`config.mk`:
```
export PLATFORM = sky130hd
export DESIGN_NAME = rl_out_packer
export DESIGN_NICKNAME = d
export VERILOG_FILES = /design/src/rtl/rl_pkg.sv /design/src/rtl/rl_sync_fifo.sv /design/src/rtl/rl_out_packer.sv
export SDC_FILE = /design/constraint.sdc
export NUM_CORES = 1
export LEC_CHECK = 0
export CAP_MARGIN = 15
export CORE_MARGIN = 3
export CORE_UTILIZATION = 61
export CTS_CLUSTER_SIZE = 25
export DETAILED_ROUTE_END_ITERATION = 6
export PLACE_DENSITY = 0.79
export SETUP_SLACK_MARGIN = 0.15
export SYNTH_ARGS = -nofsm -noshare
export SYNTH_HDL_FRONTEND = slang
export SYNTH_SLANG_ARGS = --single-unit
```
`constraint.sdc`:
```
create_clock -name clk -period 6.85 [get_ports clk]
set_clock_uncertainty 0.05 [all_clocks]
set_input_delay 1.7125 -clock clk [delete_from_list [all_inputs] [get_ports clk]]
set_output_delay 1.7125 -clock clk [all_outputs]
set_load 0.01 [all_outputs]
```
`src/rtl/rl_pkg.sv`:
```
// Shared definitions for the Riemann-Liouville output packer: word width,
// frame sync byte, serialiser FSM states and byte-position encoding.
package rl_pkg;

  localparam int RL_DATA_W = 32;
  localparam logic [7:0] RL_SYNC_BYTE = 8'hA5;

  typedef enum logic {
    IDLE,
    SEND
  } state_t;

  // Frame byte positions in transmit order; the header slot is used only
  // when the sync-byte header is built in.
  typedef enum logic [2:0] {
    IDX_HDR = 3'd0,
    IDX_B3  = 3'd1,
    IDX_B2  = 3'd2,
    IDX_B1  = 3'd3,
    IDX_B0  = 3'd4
  } byte_idx_t;

endpackage

```
`src/rtl/rl_sync_fifo.sv`:
```
// Single-clock FIFO with registered pointers and an occupancy counter. The
// read data is the current head word, and a pop makes room for a push in the
// same cycle, even when the FIFO is full.
module rl_sync_fifo #(
  parameter int DATA_W = 32,
  parameter int AW     = 4
) (
  input  logic              clk,
  input  logic              rst,
  input  logic              push,
  input  logic [DATA_W-1:0] wdata,
  input  logic              pop,
  output logic [DATA_W-1:0] rdata,
  output logic              full,
  output logic              empty,
  output logic [AW:0]       level
);

  localparam logic [AW:0] DEPTH = {1'b1, {AW{1'b0}}};

  logic [DATA_W-1:0] mem [2**AW];
  logic [AW-1:0]     wr_ptr;
  logic [AW-1:0]     rd_ptr;
  logic              wr_en;
  logic              rd_en;

  assign full  = (level == DEPTH);
  assign empty = (level == '0);
  assign rd_en = pop && !empty;
  assign wr_en = push && (!full || rd_en);
  assign rdata = mem[rd_ptr];

  always_ff @(posedge clk) begin
    if (wr_en) begin
      mem[wr_ptr] <= wdata;
    end
  end

  always_ff @(posedge clk) begin
    if (!rst) begin
      wr_ptr <= '0;
      rd_ptr <= '0;
      level  <= '0;
    end else begin
      if (wr_en) begin
        wr_ptr <= wr_ptr + 1'b1;
      end
      if (rd_en) begin
        rd_ptr <= rd_ptr + 1'b1;
      end
      if (wr_en && !rd_en) begin
        level <= level + 1'b1;
      end else if (!wr_en && rd_en) begin
        level <= level - 1'b1;
      end
    end
  end

endmodule

```
`src/rtl/rl_out_packer.sv`:
```
// Captures each integrator sample (one per in_toggle level change) into a FIFO
// and streams it MSB-first as bytes. Define RL_PACK_HDR_EN to prefix frames with 0xA5.
module rl_out_packer
  import rl_pkg::*;
#(
  parameter int DATA_W  = RL_DATA_W,
  parameter int FIFO_AW = 4,
  parameter int CNT_W   = 16
) (
  input  logic               clk,
  input  logic               rst,
  input  logic [DATA_W-1:0]  in_data,
  input  logic               in_toggle,
  output logic [7:0]         out_byte,
  output logic               out_valid,
  input  logic               out_ready,
  output logic [FIFO_AW:0]   fifo_level,
  output logic               overflow,
  output logic [CNT_W-1:0]   sample_count
);

`ifdef RL_PACK_HDR_EN
  localparam byte_idx_t FIRST_IDX = IDX_HDR;
`else
  localparam byte_idx_t FIRST_IDX = IDX_B3;
`endif

  logic              prev_toggle;
  logic              evt;
  logic              pop;
  logic              accept;
  logic              fifo_full;
  logic              fifo_empty;
  logic [DATA_W-1:0] fifo_rdata;

  state_t            state, state_n;
  byte_idx_t         byte_idx, byte_idx_n;
  logic [DATA_W-1:0] shift, shift_n;
  logic [7:0]        out_byte_n;
  logic              out_valid_n;

  // prev_toggle tracks in_toggle even in reset so release never looks like an event.
  always_ff @(posedge clk) begin
    prev_toggle <= in_toggle;
  end

  assign evt    = (in_toggle != prev_toggle);
  assign accept = evt && (!fifo_full || pop);

  rl_sync_fifo #(
    .DATA_W (DATA_W),
    .AW     (FIFO_AW)
  ) u_fifo (
    .clk   (clk),
    .rst   (rst),
    .push  (evt),
    .wdata (in_data),
    .pop   (pop),
    .rdata (fifo_rdata),
    .full  (fifo_full),
    .empty (fifo_empty),
    .level (fifo_level)
  );

  always_ff @(posedge clk) begin
    if (!rst) begin
      sample_count <= '0;
      overflow     <= 1'b0;
    end else begin
      if (accept) begin
        sample_count <= sample_count + 1'b1;
      end
      if (evt && !accept) begin
        overflow <= 1'b1;
      end
    end
  end

  always_ff @(posedge clk) begin
    if (!rst) begin
      state     <= IDLE;
      byte_idx  <= IDX_HDR;
      shift     <= '0;
      out_byte  <= '0;
      out_valid <= 1'b0;
    end else begin
      state     <= state_n;
      byte_idx  <= byte_idx_n;
      shift     <= shift_n;
      out_byte  <= out_byte_n;
      out_valid <= out_valid_n;
    end
  end

  // A pop always loads a fresh frame, so the load is applied after the case.
  always_comb begin
    state_n     = state;
    byte_idx_n  = byte_idx;
    shift_n     = shift;
    out_byte_n  = out_byte;
    out_valid_n = out_valid;
    pop         = 1'b0;

    case (state)
      IDLE: begin
        if (!fifo_empty) begin
          pop = 1'b1;
        end
      end
      SEND: begin
        if (out_ready) begin
          case (byte_idx)
`ifdef RL_PACK_HDR_EN
            IDX_HDR: begin
              byte_idx_n = IDX_B3;
              out_byte_n = shift[DATA_W-1 -: 8];
            end
`endif
            IDX_B0: begin
              if (!fifo_empty) begin
                pop = 1'b1;
              end else begin
                state_n     = IDLE;
                out_valid_n = 1'b0;
              end
            end
            default: begin
              shift_n    = {shift[DATA_W-9:0], 8'h00};
              out_byte_n = shift[DATA_W-9 -: 8];
              byte_idx_n = byte_idx_t'(byte_idx + 3'd1);
            end
          endcase
        end
      end
      default: begin
        state_n     = IDLE;
        out_valid_n = 1'b0;
      end
    endcase

    if (pop) begin
      state_n     = SEND;
      shift_n     = fifo_rdata;
      byte_idx_n  = FIRST_IDX;
      out_valid_n = 1'b1;
`ifdef RL_PACK_HDR_EN
      out_byte_n  = RL_SYNC_BYTE;
`else
      out_byte_n  = fifo_rdata[DATA_W-1 -: 8];
`endif
    end
  end

endmodule

```
==> flow_summary.ini <==
[cts]
clock-sinks = 584
clock_path_buffers = 3
cts_tree = done
clk_pin_slew_worst_paths_ns = 0.06
cts_resized = 0
postCtsHoldBufs = 0
cts-root-buf = clkbuf_16
cts_max_level = 2
clock_latency_ns = 0.59
cts-buffers-inserted = 56
cts_setup_buffers = 0

[power]
p_per_area_nw_per_um2 = 333.8
internal-power_w = 0.006389
p_leak_nw = 7.985
clkPwrFrac_pct = 34.7
vdd_ir_drop_max_v = 0.0002483
seq_power_share_pct = 49.9
p_sw_w = 0.002152
swShare_pct = 25.19
p_comb_share_pct = 15.4

[critical_path]
arrival_ns = 4.36
endpoint = u_fifo.mem[7][18]
required_ns = 6.99
crit_path_max_fanout = 32
cp-startpoint = out_ready
rr_worst_depth = 10
path_class = in2reg
worstReg2RegStart = u_fifo.level[0]
rrSetupSlack_ns = 3.44
worst_setup_path_end_kind = flip-flop
rr_endpoint = u_fifo.level[4]
critPathLaunchType = input pin

[layout]
final_core_util_pct = 71.08
fillers = 2046
stdcell_count = 1706
layout_common_cells = edfxtp_1 (512), mux4_2 (128), dfxtp_1 (69)
drive_gt1_share_pct = 25.96
final_area_um2 = 25590
areaGrowthSynthToFinish_pct = 13.42
final_common_cell = edfxtp_1
nets = 1246

[detailed_routing]
drt_wl_total_um = 45700
wl_met2_um = 23130
wl_met1_um = 18300
ant_nets = 0
drt-wirelength-per-cell_um = 26.79
num_vias = 11108
dr_wl_met3_um = 3220
drtIter0Drc = 1081
routed.top_layer = met4
via_per_inst = 6.511
drt_pass1_iterations = 5
drc = 0

[placed_design]
dpl.cell_count = 1598
dp_slack_ns = 2.023
hpwl_um = 25640
place_area_um2 = 23770
place_congestion = 0.7810
portBuffers = 66

[global_routing]
grt_use_total_pct = 24.19
grt_overflow = 0
antenna_found_initial = 1
grt_pass1_vias = 11633
grt_max_degree = 58
grt_pass1_wl_um = 70710

[yosys]
synth-async-reset-ratio_pct = 0
yosys.area.top_type = edfxtp_1
ys.flop_type = edfxtp_1
synth_cells = 1111
syn_nets = 1160
syn_area_per_cell_um2 = 20.31
synth_top_area_share_pct = 68.15
synth.yosys.seq_area_share_pct = 74.54
synthTopCellsByArea = edfxtp_1 (68%), mux4_2 (13%), dfxtp_1 (6.4%)
yosysWarnings = 0
ys_seq_elements = 584
synth_area_um2 = 22560
synth_cell_type_count = 47
synth_edf_count = 512

[sta]
timing.final.crit_share_pct = 61.52
post-route-min-period_ns = 4.214
worst_pin_slew_ns = 1.189
max-slew-margin-rel_pct = 20.57
fin_ws_ns = 2.636
hold_viol = 0
rsz0062_at_grt = no
setup_viol = 0
max_freq_ghz = 0.2373
finalMaxSlewViolations = 0
tns_ns = 0

[min_path]
hp-class = reg2reg
hold_start = overflow

[die]
die_x_um = 198.3
rows = 69
fp.dieH_um = 198.3
coreArea_um2 = 36000
ios = 67
die_area_um2 = 39330
initial_utilization_pct = 62.67

[run]
max_cap_violations = 0

[run_status]
status = finished clean
[synth_stat cells, types with 2 or more instances]
master / number
clkbuf_1: 22
edfxtp_1: 512
nand2b_1: 6
o22ai_1: 24
inv_1: 11
xnor2_1: 6
nor4_1: 2
ha_1: 12
a21o_1: 2
nand3_1: 6
xor2_1: 17
nand4_1: 11
buf_8: 2
buf_2: 30
buf_4: 4
a211oi_1: 24
mux2i_1: 39
a22oi_1: 7
mux2_2: 56
nand2_1: 23
nor2_1: 51
dfxtp_1: 72
mux4_2: 128
a21oi_1: 9
o21ai_0: 7
nor3_1: 7
[registers in the layout, summed over array words and instances, names as in the netlist, 3 cells and up, named ones only]
name / flops
byte_idx: 3
sample_count: 16
u_fifo.rd_ptr: 4
u_fifo.level: 5
u_fifo.mem: 512
shift: 24
out_byte: 8
u_fifo.wr_ptr: 4
[power by group through the flow]
stage / registers [W] / clock network (W) / logic [W]
after floorplan: 0.00424 / 0 / 0.000949
after global placement: 0.00432 / 0 / 0.00126
after detailed placement: 0.00433 / 0 / 0.00129
after CTS: 0.00426 / 0.00300 / 0.00132
after global routing: 0.00427 / 0.00315 / 0.00141
final: 0.00426 / 0.00297 / 0.00131
[worst min-delay path by stage]
stage,to,slack (ns),cells past startpoint
2_1_floorplan,shift[7],0.41,1
3_3_place_gp,overflow,0.40,2
3_5_place_dp,overflow,0.42,2
4_1_cts,overflow,0.43,2
5_1_grt,sample_count[14],0.48,2
6_report,overflow,0.43,2
[cells by family after synthesis]
| group | synth area share (%) |
|---|---|
| flip-flops | 74.54 |
| multiplexers | 17.30 |
| AND/OR/NAND/NOR | 2.385 |
| AO/OA/AOI/OAI | 2.529 |
| buffers and inverters | 1.597 |
| XOR/XNOR | 0.8929 |
| adder cells (fa/ha/maj) | 0.7542 |
[layer usage]
layer / track usage (%) / vias to the layer above
met2: 40.09 / 489
met3: 4.271 / 78
met1: 33.75 / 5827
met4: 7.182 / 0
li1: - / 4714
met5: 0 / -
[layout make-up]
| class | instances | area, um^2 | area share (%) |
|---|---|---|---|
| Multi-Input combinational cell | 454 | 5505 | 21.51 |
| Timing Repair Buffer | 89 | 858.3 | 3.354 |
| Clock buffer | 76 | 1513 | 5.912 |
| Clock inverter | 29 | 260.3 | 1.017 |
| Sequential cell | 584 | 16830 | 65.76 |
| Inverter | 12 | 45.04 | 0.1760 |
| Tap cell | 461 | 576.8 | 2.254 |
| Antenna cell | 1 | 2.502 | 0.009779 |
[metrics by stage]
step | hold WS [ns] | total power [W]
6_report | 0.4271 | 0.008541
3_3_place_gp | 0.4008 | 0.005580
3_5_place_dp | 0.4158 | 0.005624
4_1_cts | 0.4310 | 0.008580
2_1_floorplan | 0.4057 | 0.005192
5_1_grt | 0.4803 | 0.008838
[critical path, stage by stage]
cell and delay [ns]:
clkdlybuf4s50_1 0.50, nand3_1 0.19, a41oi_1 0.35, buf_4 0.28
nand2_1 0.30, nor2_4 1.00
No activity file was read; power rests on OpenSTA's default activity.
